### src/rtl/tx_scrambler_64b66b.sv
// Transmit 64b/66b payload scrambler (x^58 + x^39 + 1) with one register stage
// and a saturating count of blocks carrying an invalid sync header.
module tx_scrambler_64b66b #(
  parameter int unsigned LEN_CODED_BLOCK = 66,
  parameter int unsigned LEN_SCR_STATE   = 58,
  parameter logic [LEN_SCR_STATE-1:0] SCR_SEED = 58'h3FF_FFFF_FFFF_FFFF,
  parameter int unsigned LEN_ERR_CNT     = 16
) (
  input  logic                       i_clock,
  input  logic                       i_reset,
  input  logic                       i_enable,
  input  logic                       i_valid,
  input  logic                       i_bypass,
  input  logic                       i_clear_err,
  input  logic [LEN_CODED_BLOCK-1:0] i_tx_coded,
  output logic [LEN_CODED_BLOCK-1:0] o_tx_scrambled,
  output logic                       o_valid,
  output logic [LEN_ERR_CNT-1:0]     o_err_count
);

  localparam int unsigned LEN_PAYLOAD = LEN_CODED_BLOCK - 2;

  logic [LEN_SCR_STATE-1:0] state_q;
  logic [LEN_SCR_STATE-1:0] state_next;
  logic [LEN_PAYLOAD-1:0]   scr_payload;
  logic [1:0]               sync_header;
  logic                     accept;
  logic                     bad_header;
  logic                     fb;

  assign sync_header = i_tx_coded[LEN_CODED_BLOCK-1 -: 2];
  assign accept      = i_enable && i_valid;
  assign bad_header  = (sync_header == 2'b00) || (sync_header == 2'b11);

  // Bit-serial recurrence unrolled MSB-first; the state after the last step is
  // exactly the most recent LEN_SCR_STATE scrambled bits.
  always_comb begin
    state_next  = state_q;
    scr_payload = '0;
    fb          = 1'b0;
    for (int unsigned i = 0; i < LEN_PAYLOAD; i++) begin
      fb = i_tx_coded[LEN_PAYLOAD-1-i] ^ state_next[38] ^ state_next[LEN_SCR_STATE-1];
      scr_payload[LEN_PAYLOAD-1-i] = fb;
      state_next = {state_next[LEN_SCR_STATE-2:0], fb};
    end
  end

  always_ff @(posedge i_clock or negedge i_reset) begin
    if (!i_reset) begin
      state_q <= SCR_SEED;
    end else if (accept && !i_bypass) begin
      state_q <= state_next;
    end
  end

  always_ff @(posedge i_clock or negedge i_reset) begin
    if (!i_reset) begin
      o_tx_scrambled <= '0;
      o_valid        <= 1'b0;
    end else if (i_enable) begin
      o_valid <= i_valid;
      if (i_valid) begin
        o_tx_scrambled <= {sync_header, (i_bypass ? i_tx_coded[LEN_PAYLOAD-1:0] : scr_payload)};
      end
    end
  end

  // Clear has priority over a coincident header error.
  always_ff @(posedge i_clock or negedge i_reset) begin
    if (!i_reset) begin
      o_err_count <= '0;
    end else if (i_enable) begin
      if (i_clear_err) begin
        o_err_count <= '0;
      end else if (accept && bad_header && (o_err_count != '1)) begin
        o_err_count <= o_err_count + 1'b1;
      end
    end
  end

endmodule
### config.mk
export PLATFORM = sky130hd
export DESIGN_NAME = tx_scrambler_64b66b
export DESIGN_NICKNAME = d
export VERILOG_FILES = /design/src/rtl/tx_scrambler_64b66b.sv
export SDC_FILE = /design/constraint.sdc
export NUM_CORES = 1
export LEC_CHECK = 0
export ABC_AREA = 0
export BUFFER_PORTS_ARGS = -buffer_cell sky130_fd_sc_hd__buf_2
export CORE_ASPECT_RATIO = 1.4
export CORE_MARGIN = 4
export CORE_UTILIZATION = 60
export DETAILED_ROUTE_END_ITERATION = 12
export HOLD_SLACK_MARGIN = 0.1
export PLACE_DENSITY = 0.84
export SETUP_SLACK_MARGIN = 0.1
export SLEW_MARGIN = 25
export SYNTH_ARGS = -nofsm -noshare
export SYNTH_HDL_FRONTEND = slang
export SYNTH_SLANG_ARGS = --single-unit
### constraint.sdc
create_clock -name i_clock -period 3.3 [get_ports i_clock]
set_input_delay 0.33 -clock i_clock [delete_from_list [all_inputs] [get_ports i_clock]]
set_output_delay 0.33 -clock i_clock [all_outputs]
set_load 0.01 [all_outputs]
# == Yosys cells after proc, flatten, opt, wreduce, memory -nomap -nowiden ==
# Index checks and enable logic that the tools add are counted.
# totals
input_bits,72
output_inout_bits,83
wordCells,148
regBits,141
# classes
n_reduce_logical,10
eq_ne,2
n_addsub,1
bitwise_logic,128
muxes,3
# ops
operator,n
bitwise XOR 1 bit,128
2-to-1 mux 64 bit,1
2-to-1 mux 16 bit,2
"adder 16 x 1 -> 16 bit, second input constant",1
"!= test 16 bit, second input constant",1
logical AND 1 bit,4
AND reduction 2 bit,2
"equality test 2 bit, second input constant",1
zero test 2 bit,1
nonzero test 2 bit,1
zero test 1 bit,1
logical OR 1 bit,1

# == Longest topological paths before layout ==
# Gate-level depths: netlist of run 1.
# logic_depth
ltp_word,6
ltp_mapped,6
mapped_depth_nobuf,6

# == Worst setup path after synthesis of run 1 ==
# Ideal clock, no wire load.
# synth_path
path_type,register to register
start,reg o_err_count[0]
end,reg o_err_count[7]
n_path_buf,0
t_arrival_ps,1648
setup_time_ps,78
t_required_ps,3222
stages_incl_launch_ff,7
period_less_slack_ps,1726
setup_slack_ps,1574
path_cell_list,dfrtp_1 ha_1 nand2_1 nor4_4 a21oi_2 a21o_1 a21oi_1
# synth_via
elab_chain_len,4
elab_cells_between_ends,7
classes_between,add/sub (1); eq/ne (1); mux (2); reduce/logical (3)
# synth_lines
element,line_no,text
start: declaration,18,output logic [LEN_ERR_CNT-1:0] o_err_count
start signal: assignment,76,o_err_count <= o_err_count + 1'b1;
"parallel branches: the longest is 4 deep, another holds adder 16 x 1 -> 16 bit",-,
# Parallel ways; which one is timed is not known. The select of a mux whose other input is x is not followed.
# A chain may end at the register's enable or synchronous reset.

# == Worst setup path after layout of run 1 ==
# Ends and elaborated chain as after synthesis.

==> results of run 1 <==
-- what timing repair did --
item                                    in CTS  in global routing
gates resized for setup                      0                  0
buffers inserted                             0                  0
endpoints found under the setup margin       0                  0
endpoints found under the hold margin       52                  0
hold buffers                                 1                  0
-- how the worst max path moves through the flow --
stage	slack, ns	to	cells after the start	startpoint
floorplan	1.57	o_err_count[7]$_DFFE_PN0P_	6	o_err_count[0]$_DFFE_PN0P_
global placement	1.31	state_q[43]$_DFFE_PN1P_	4	i_enable
detailed placement	1.26	state_q[41]$_DFFE_PN1P_	4	i_enable
CTS	1.39	o_err_count[7]$_DFFE_PN0P_	6	o_err_count[0]$_DFFE_PN0P_
global route	1.26	o_err_count[0]$_DFFE_PN0P_	6	o_err_count[0]$_DFFE_PN0P_
finish	1.35	o_err_count[7]$_DFFE_PN0P_	6	o_err_count[0]$_DFFE_PN0P_
-- sequential cells by signal (all words and copies together) (netlist names) --
| name | cells |
|---|---|
| o_err_count | 16 |
| o_tx_scrambled | 66 |
| state_q | 58 |
| o_valid | 1 |
-- power groups by stage --
stage / Clock (mW) / Combinational (mW) / Sequential [mW]
6_report: 1.92 / 4.19 / 3.30
3_5_place_dp: 0 / 4.10 / 3.30
3_3_place_gp: 0 / 4.01 / 3.28
5_1_grt: 2.01 / 4.60 / 3.39
4_1_cts: 1.93 / 4.19 / 3.29
2_1_floorplan: 0 / 2.82 / 3.30
-- worst reg2reg max path: cells and delay by family, from the launching register on --
kind,cells,cell delay (ns)
DFF,1,0.44
and+or+nand+nor,2,0.69
AOI/OAI and AO/OA,3,0.50
adders and majority gates,1,0.25
-- area by class of cell --
type | count | area, um^2
antenna | 2 | 5.00
inverter | 9 | 33.8
multi-input combinational | 579 | 3790
tap | 150 | 188
clock inverter | 10 | 111
timing repair buffer | 160 | 850
clock buffer | 22 | 484
sequential | 141 | 3600
fill | 841 | 3250
-- metal layers --
metal | vias to the layer above | share of wire [%]
met4 | 2 | 4.4
met1 | 2792 | 40
met5 | - | 0.078
met2 | 220 | 49
met3 | 48 | 6.8
li1 | 2772 | -
-- placed cells by master (no fill, tap or decap), types with 4 or more instances in the layout --
cell type    n
nor4_1       4
o21ai_0    119
dfrtp_1     83
nor2_1      35
clkbuf_16   17
inv_1        9
xnor3_1     13
o22ai_1      4
clkinv_2     4
dfstp_2     58
a21oi_1     17
xnor2_1    124
clkbuf_8     4
nand2_1    134
xor2_1      54
mux2_2       6
and2_1       4
nand3_1      4
buf_2      153
nand2b_1    26
nor2b_1     13
-- cell families (layout without fill, tap and decap cells) --
group	count (synthesis)	in the layout	share of synthesized area, %
other	0	2	0
multiplexers	6	6	0.896
AND/OR/NAND/NOR	231	231	13.8
adder cells (fa/ha/maj)	1	1	0.166
XOR/XNOR	191	191	24.6
AO/OA/AOI/OAI	150	150	10.5
flip-flops	141	141	47.8
buffers and inverters	46	201	2.31
==> summary.txt, run 1 <==
Final layout
  – Fin nets: 981
  – Share of layout cells above drive strength 1: 28.7%
  – Non-Filler Instances: 1073
  – Area growth, synth to finish: 20.2%
  – Fin util: 73.6%
  – Final Cell Area: between 9000 and 10000 um^2

Drt
  – Vias: about 6000
  – Residual DRC: 0
  – Post-DRT Antenna Nets: 0
  – Routed wire per std cell: 18.0 um
  – Post-DR vias/cell: roughly 5.4
  – Drt first pass iters: 5
  – First DRT Iteration DRCs: 337
  – Routed WL: approximately 19 mm

Global routing
  – Largest net degree at the start of global routing: approximately 130
  – Met1 GRT Util: 35.5%
  – GR Layer Usage met2: 44.8%
  – Top Usage Layer GRT: met2
  – GR Util All Layers: between 20% and 30%
  – Gr ovfl total: 0
  – Met3 usage: under 10%
  – Vias in the first global route: 5845
  – Initial antenna violation count: 2
  – First-pass GRT wire length: 30.5 mm

Place
  – Placed cell count: 1037
  – Cell Area, Placed: 8430 um^2
  – HPWL Detailed: 13.6 mm
  – DP Worst Slack: 1.26 ns
  – # port buffers: ~150
  – Routability Congestion: 0.972

Worst hold path
  – Hold crit path type: input port to register
  – Worst Hold End: o_tx_scrambled[64]$_DFFE_PN0P_
  – Min-delay src: i_tx_coded[64]
  – Hold Path Cell Cnt: 3

Power and ir drop
  – Clock share of power: 20.4%
  – PD cells: 1040 nW/um^2
  – Net Sw Power: 3.57 mW
  – Leak Pwr: 4.13 nW
  – Cell Int Power: 5.84 mW
  – Max VDD drop: 594 uV
  – Power share of the combinational group: 44.5%
  – Sw Ratio: 38.0%
  – Sequential fraction of design power: 35.1%
  – Tot Pwr: 9.41 mW

STA
  – Final TNS setup: 0 ns
  – Min Hold Slack: 0.174 ns
  – Pins over their slew limit: 0
  – Worst Slack Setup Final: between 1 and 1.5 ns
  – Worst slew pin tran: 0.801 ns
  – RSZ-0062 raised after global routing: false
  – Skew final: 0.00661 ns
  – Final Hold Viols: 0
  – Worst rel slew slack: 46.6%
  – Minimum clock period: 1.95 ns
  – Max frequency: 0.512 GHz
  – Fin crit share: 59.1%
  – Final setup violation count: 0

Critical path
  – Required time of the worst setup path: 3.65 ns
  – Worst setup SP type: register
  – Worst reg2reg startpoint: o_err_count[0]$_DFFE_PN0P_
  – CP top delay family: simple AND/OR/NAND/NOR gates
  – WS Path Type: register to register
  – Slowest cell delay on critical path: approximately 0.54 ns
  – Worst Reg-to-Reg Cells: 6
  – Worst path bufs/invs: 0
  – R2R Path End: o_err_count[7]$_DFFE_PN0P_
  – Critical path peak fanout: 7
  – Slowest stage cell on the critical path: nor4_4
  – Crit-path cells: ha_1, nand2_1, nor4_4, a21oi_2, a21o_1, a21oi_1
  – Critical Path Sink Type: register
  – Flop-to-flop setup slack: 1.35 ns
  – Crit path DAT: approximately 2.3 ns

Clock network
  – H-tree depth: 4
  – CTS root buffer: clkbuf_16
  – Clock transition at the registers of the reported paths: 0.06 ns
  – Latest clock arrival within the worst-skew pair: 0.42 ns
  – CTS buffer count: 17
  – Maximum root-to-sink buffer count: 2
  – TritonCTS clock tree: built
  – CTS Sinks: 141

Floorplanning
  – Die width: 103 um
  – Die height: 141 um
  – Rows: 48
  – DIE AREA: 14500 um^2
  – Core area: about 12000 um^2
  – # IOs: 155
  – Starting density of the core: 61.2%

Logic synthesis
  – Synth cell types: 34
  – Top-count cell post-synth: nand2_1
  – Seq/Total Area, Yosys: 47.8%
  – Number of synthesized register bits: 141
  – Ys async rst share: 100%
  – Top post-synthesis cells by area: dfrtp_1 (28%), dfstp_2 (20%), xnor2_1 (14%)
  – Synth Instances: 766
  – Syn_nets: 839
  – Synthesized area: 7540 um^2
  – Avg Inst Size Synth: 9.84 um^2
  – Post-synth top flop: dfrtp_1
  – Synth top cells by count: nand2_1 (135), xnor2_1 (124), o21ai_0 (119)
  – Area share of the largest cell type after synthesis: 27.5%
  – Synth warn: 0
  – Post-synth top area cell: dfrtp_1
  – EDFF count, synth: 0

Status
  – Status: finished, final reports clean

Job
  – Max-cap violations: 0
Power figures use the tool's default switching activity.
==> run 2, diff against run 1 <==
--- a/config.mk
+++ b/config.mk
@@ -9,10 +9,10 @@
 export BUFFER_PORTS_ARGS = -buffer_cell sky130_fd_sc_hd__buf_2
 export CORE_ASPECT_RATIO = 1.4
 export CORE_MARGIN = 4
-export CORE_UTILIZATION = 60
+export CORE_UTILIZATION = 55
 export DETAILED_ROUTE_END_ITERATION = 12
 export HOLD_SLACK_MARGIN = 0.1
-export PLACE_DENSITY = 0.84
+export PLACE_DENSITY = 0.78
 export SETUP_SLACK_MARGIN = 0.1
 export SLEW_MARGIN = 25
 export SYNTH_ARGS = -nofsm -noshare
==> constraint.sdc (replaced) <==
create_clock -name i_clock -period 1.9 [get_ports i_clock]
set_input_delay 0.19 -clock i_clock [delete_from_list [all_inputs] [get_ports i_clock]]
set_output_delay 0.19 -clock i_clock [all_outputs]
set_load 0.01 [all_outputs]
==> summary.txt, run 2 (same netlist as run 1, synthesis figures left out) <==
Status
  – Status: finished, final reports clean

Drt
  – Post-DR vias/cell: 5.25
  – Drt first pass iters: 5
  – Routed WL: 21.1 mm
  – Vias: 6094
  – Post-DRT Antenna Nets: 0
  – Residual DRC: 0
  – Routed wire per std cell: 18.2 um
  – First DRT Iteration DRCs: 280

STA
  – Skew final: between 0.008 and 0.009 ns
  – Final Hold Viols: 0
  – Final TNS setup: 0 ns
  – RSZ-0062 raised after global routing: true
  – Worst Slack Setup Final: 0.122 ns
  – Pins over their slew limit: 0
  – Worst slew pin tran: 0.545 ns
  – Min Hold Slack: around 0.10 ns
  – Worst rel slew slack: between 60% and 70%
  – Fin crit share: around 94%
  – Minimum clock period: 1.78 ns
  – Max frequency: 0.562 GHz
  – Final setup violation count: 0

Power and ir drop
  – PD cells: 1780 nW/um^2
  – Tot Pwr: between 15 and 20 mW
  – Max VDD drop: 1090 uV
  – Leak Pwr: 4.51 nW

Critical path
  – CP endpoint: o_err_count[4]$_DFFE_PN0P_
  – Crit-path cells: nand4_2, nor4_4, buf_4, a21oi_1, xnor2_1, o22ai_1
  – Worst Setup SP: o_err_count[9]$_DFFE_PN0P_
  – Worst Reg-to-Reg Cells: 6
  – Worst setup SP type: register
  – Flop-to-flop setup slack: 0.12 ns
  – Critical path peak fanout: 7
  – Slowest cell delay on critical path: 0.45 ns
  – Slowest stage cell on the critical path: dfrtp_1
  – WS Path Type: register to register
  – Required time of the worst setup path: 2.18 ns
  – Critical Path Sink Type: register
  – Worst reg2reg startpoint: o_err_count[9]$_DFFE_PN0P_
  – R2R Path End: o_err_count[4]$_DFFE_PN0P_
  – Crit path DAT: 2.06 ns

Clock network
  – H-tree depth: 4
  – Latest clock arrival within the worst-skew pair: 0.41 ns
  – CTS buffer count: 17
  – CTS root buffer: clkbuf_16
  – CTS Sinks: ~140
  – TritonCTS clock tree: built
  – Clock transition at the registers of the reported paths: 0.06 ns
  – Maximum root-to-sink buffer count: 2

Place
  – DP Worst Slack: 0.102 ns
  – Routability Congestion: 0.913
  – # port buffers: around 150
  – Cell Area, Placed: 8690 um^2
  – HPWL Detailed: 15.3 mm

Final layout
  – FILL cells: 980
  – Final Cell Area: 9860 um^2
  – Max reg flops: 66
  – Share of layout cells above drive strength 1: between 30 and 40%
  – Ant diodes: 0
  – Commonest non-fill, non-tap cell in the layout: buf_2
  – Top flop regs: o_tx_scrambled (66), state_q (58), o_err_count (16)
  – Fin nets: 1038
  – Area growth, synth to finish: 30.7%
  – Most frequent cells in the layout: buf_2 (153), nand2_1 (133), o21ai_0 (119), xnor2_1 (111), dfrtp_1 (83)
  – Largest register by flop count: o_tx_scrambled

Global routing
  – Vias in the first global route: 6264
  – Gr ovfl total: 0
  – First-pass GRT wire length: between 30 and 40 mm
  – Largest net degree at the start of global routing: between 60 and 70
  – GR Util All Layers: 26.9%
  – Initial antenna violation count: 0

Floorplanning
  – # IOs: between 150 and 200
  – DIE AREA: 15700 um^2
  – Starting density of the core: a little under three fifths
  – Core area: about 13000 um^2
  – Die width: approximately 110 um
  – Die height: about 150 um
  – Rows: 50

Worst hold path
  – Hold crit path type: input port to register

Job
  – Max-cap violations: 0
## run 2: cell count changes in the layout (fill, tap and decap cells not counted), sizes merged
| cell | before | now |
|---|---|---|
| dlygate4sd3 | 1 | 31 |
| buf | 159 | 185 |
| clkbuf | 22 | 26 |
| bufinv | 2 | 5 |
| clkinv | 4 | 1 |
| clkinvlp | 3 | 0 |
| diode | 2 | 0 |
| inv | 10 | 9 |
| nand2b | 27 | 28 |
## run 2: power by group
part	internal [mW]	switching (mW)
clock	2.51	1.21
combinational	4.00	4.13
sequential	4.64	1.10
total	11.1	6.44
## run 2: timing repair
item,4_1_cts,5_1_grt
resized for setup,2,30
endpoints found under the setup margin,2,52
pin swaps,0,3
cloned,0,1
buffers inserted,0,3
endpoints found under the hold margin,80,0
hold buffers,31,0
## run 2: area by class of cell
cell class	count	area, um^2	share of cell area [%]
tap	182	228	2.31
inverter	9	33.8	0.343
timing repair buffer	216	1380	14.0
sequential	141	3600	36.5
clock inverter	6	155	1.57
clock buffer	26	509	5.17
multi-input combinational	580	3950	40.0
## run 2: worst min path at each step
| stage | start | end | slack, ns | cells past startpoint |
|---|---|---|---|---|
| 2_1_floorplan | i_reset | o_err_count[0]$_DFFE_PN0P_ | -0.11 | 0 |
| 3_3_place_gp | i_reset | o_err_count[10]$_DFFE_PN0P_ | 0.14 | 1 |
| 3_5_place_dp | i_reset | o_err_count[10]$_DFFE_PN0P_ | 0.15 | 1 |
| 4_1_cts | i_tx_coded[19] | state_q[19]$_DFFE_PN1P_ | 0.10 | 3 |
| 5_1_grt | i_tx_coded[5] | state_q[5]$_DFFE_PN1P_ | 0.12 | 3 |
| 6_report | i_tx_coded[15] | o_tx_scrambled[15]$_DFFE_PN0P_ | 0.10 | 3 |
## run 2: layer usage
layer	up-vias	GRT usage, %	share of wire, %
li1	2899	-	-
met1	2950	29.1	36
met2	191	49.2	55
met3	54	4.25	3.8
met4	0	14.7	5.0
met5	-	0	0
## run 2: through the flow
stage	instances	utilization (%)
finish	1160	73.6
global route	1160	73.6
CTS	1156	72.3
detailed placement	1093	64.9
global placement	1093	64.9
floorplan	766	-
## run 2: worst max-delay path, delay by kind of cell, from the launching register on
family	cells	cell delay, ns
buffers and inverters	1	0.21
XOR/XNOR	1	0.20
flip-flops	1	0.45
AND/OR/NAND/NOR	2	0.56
AO/OA/AOI/OAI	2	0.23
==> run 3, diff against run 2 <==
--- a/config.mk
+++ b/config.mk
@@ -7,12 +7,12 @@
 export LEC_CHECK = 0
 export ABC_AREA = 0
 export BUFFER_PORTS_ARGS = -buffer_cell sky130_fd_sc_hd__buf_2
-export CORE_ASPECT_RATIO = 1.4
+export CORE_ASPECT_RATIO = 0.8
 export CORE_MARGIN = 4
-export CORE_UTILIZATION = 55
+export CORE_UTILIZATION = 50
 export DETAILED_ROUTE_END_ITERATION = 12
 export HOLD_SLACK_MARGIN = 0.1
-export PLACE_DENSITY = 0.78
+export PLACE_DENSITY = 0.72
 export SETUP_SLACK_MARGIN = 0.1
 export SLEW_MARGIN = 25
 export SYNTH_ARGS = -nofsm -noshare
==> summary.txt, run 3 (same netlist as run 1, synthesis figures left out) <==
Status
  – Status: finished, final reports clean

Clock network
  – Latest clock arrival within the worst-skew pair: 0.42 ns
  – CTS buffer count: 17
  – Maximum root-to-sink buffer count: 2
  – H-tree depth: 4
  – Clock transition at the registers of the reported paths: 0.06 ns
  – CTS Sinks: 141
  – CTS root buffer: clkbuf_16
  – TritonCTS clock tree: built

Drt
  – Drt first pass iters: 5
  – Routed wire per std cell: 17.4 um
  – First DRT Iteration DRCs: 373
  – Vias: 5896
  – Routed WL: about 20 mm
  – Post-DRT Antenna Nets: 0
  – Post-DR vias/cell: 5.08
  – Residual DRC: 0

Worst hold path
  – Hold crit path type: input port to register

Power and ir drop
  – Sequential fraction of design power: 34.8%
  – Sw Ratio: 37.6%
  – Tot Pwr: 16.5 mW
  – Cell Int Power: between 10 and 15 mW
  – Power share of the combinational group: 46.9%
  – Leak Pwr: ~4.5 nW
  – Net Sw Power: 6.21 mW
  – Clock share of power: 18.4%
  – PD cells: 1700 nW/um^2
  – Max VDD drop: 928 uV

Floorplanning
  – Die height: 118 um
  – DIE AREA: 17100 um^2
  – Rows: 39
  – Core area: 14500 um^2
  – Starting density of the core: about half
  – Die width: 145 um
  – # IOs: 155

STA
  – Worst rel slew slack: 66.2%
  – Final Hold Viols: 0
  – Fin crit share: between 90% and 100%
  – Worst slew pin tran: 0.503 ns
  – RSZ-0062 raised after global routing: true
  – Skew final: approximately 0.0072 ns
  – Final TNS setup: 0 ns
  – Pins over their slew limit: 0
  – Max frequency: 0.574 GHz
  – Minimum clock period: roughly 1.7 ns
  – Final setup violation count: 0

Global routing
  – Gr ovfl total: 0
  – Top Usage Layer GRT: met2
  – Met3 usage: 6.20%
  – GR Util All Layers: 24.0%
  – First-pass GRT wire length: 32.1 mm
  – GR Layer Usage met2: 38.5%
  – Initial antenna violation count: 2
  – Largest net degree at the start of global routing: 60
  – Vias in the first global route: 5900
  – Met1 GRT Util: 32.9%

Final layout
  – Most frequent cells in the layout: buf_2 (153), nand2_1 (134), o21ai_0 (119), xnor2_1 (110), dfrtp_1 (83)
  – Share of layout cells above drive strength 1: 31.1%
  – Fin nets: a little over 1000
  – Max reg flops: 66
  – Area growth, synth to finish: 29.3%
  – Commonest non-fill, non-tap cell in the layout: buf_2
  – Largest register by flop count: o_tx_scrambled
  – Top flop regs: o_tx_scrambled (66), state_q (58), o_err_count (16)
  – FILL cells: 1169

Place
  – Routability Congestion: 0.846
  – HPWL Detailed: 14.8 mm
  – # port buffers: 154

Critical path
  – Required time of the worst setup path: around 2.2 ns
  – Critical path peak fanout: 3
  – WS Path Type: register to register
  – Crit path DAT: between 2 and 2.5 ns
  – Worst setup SP type: register
  – Critical Path Sink Type: register

Job
  – Max-cap violations: 0
==> run 3: changes by cell type in the layout (fill, tap and decap cells not counted), sizes merged <==
| cell | change |
|---|---|
| nand2b | -1 |
| clkinvlp | +1 |
| buf | -10 |
| dlygate4sd3 | +9 |
| diode | +1 |
| bufinv | -5 |
| clkinv | +5 |
| clkbuf | -1 |
==> run 3: per-stage QoR <==
| step | hold slack, ns | worst slack (ns) | cell area [um^2] | instances | util, % |
|---|---|---|---|---|---|
| 2_1_floorplan | -0.106 | 0.174 | 7540 | 766 | - |
| 6_report | 0.110 | 0.159 | 9750 | 1161 | 67.0 |
| 3_3_place_gp | 0.163 | 0.156 | 8660 | 1087 | 59.6 |
| 4_1_cts | 0.101 | 0.104 | 9600 | 1158 | 66.0 |
| 3_5_place_dp | 0.162 | 0.0461 | 8660 | 1087 | 59.6 |
| 5_1_grt | 0.109 | 0.0390 | 9750 | 1160 | 67.0 |
==> run 3: final cells by class <==
type / count / area [um^2] / area share [%]
multi-input combinational: 579 / 3920 / 40.2
timing repair buffer: 215 / 1430 / 14.6
clock inverter: 7 / 37.5 / 0.385
antenna: 1 / 2.50 / 0.0257
sequential: 141 / 3600 / 36.9
tap: 184 / 230 / 2.36
clock buffer: 25 / 495 / 5.08
inverter: 9 / 33.8 / 0.347
==> run 3: repair_timing <==
item | in CTS | in global routing
hold buffers | 39 | 1
resized for setup | 2 | 27
hold endpoints to repair | 104 | 1
setup endpoints to repair | 2 | 27
pin swaps | 0 | 3
buffers inserted | 0 | 1
==> run 3: power groups by stage <==
stage | clock [mW] | sequential (mW) | combinational, mW
after global placement | 0 | 5.68 | 7.12
after floorplan | 0 | 5.73 | 4.91
final | 3.03 | 5.75 | 7.74
after detailed placement | 0 | 5.72 | 7.21
after global routing | 3.23 | 5.90 | 8.55
after CTS | 3.08 | 5.70 | 7.37
==> run 3: final timing paths <==
kind                                                startpoint  slack [ns]  cells after the start                              to
worst min register to register  o_tx_scrambled[45]$_DFFE_PN0P_        0.47                      2  o_tx_scrambled[45]$_DFFE_PN0P_
worst max register to register         state_q[20]$_DFFE_PN1P_        0.16                      5   o_tx_scrambled[6]$_DFFE_PN0P_
min in group asynchronous                              i_reset        0.28                      2     o_err_count[12]$_DFFE_PN0P_
worst min-delay path                            i_tx_coded[49]        0.11                      3  o_tx_scrambled[49]$_DFFE_PN0P_
worst max-delay path                   state_q[20]$_DFFE_PN1P_        0.16                      5   o_tx_scrambled[6]$_DFFE_PN0P_
max in group asynchronous                              i_reset        0.92                      3         state_q[49]$_DFFE_PN1P_
==> run 3: routing by layer <==
metal,up-vias,share of wire (%)
met5,-,0.13
met4,4,1.3
met3,25,6.0
met2,165,48
met1,2809,45
li1,2893,-
==> run 3: critical path, cell delays in order (launching register included) <==
cell and delay [ns]:
dfstp_2 0.55, xnor3_2 0.46, xnor2_2 0.23, nor2b_2 0.19
xnor2_1 0.11, o21ai_0 0.08
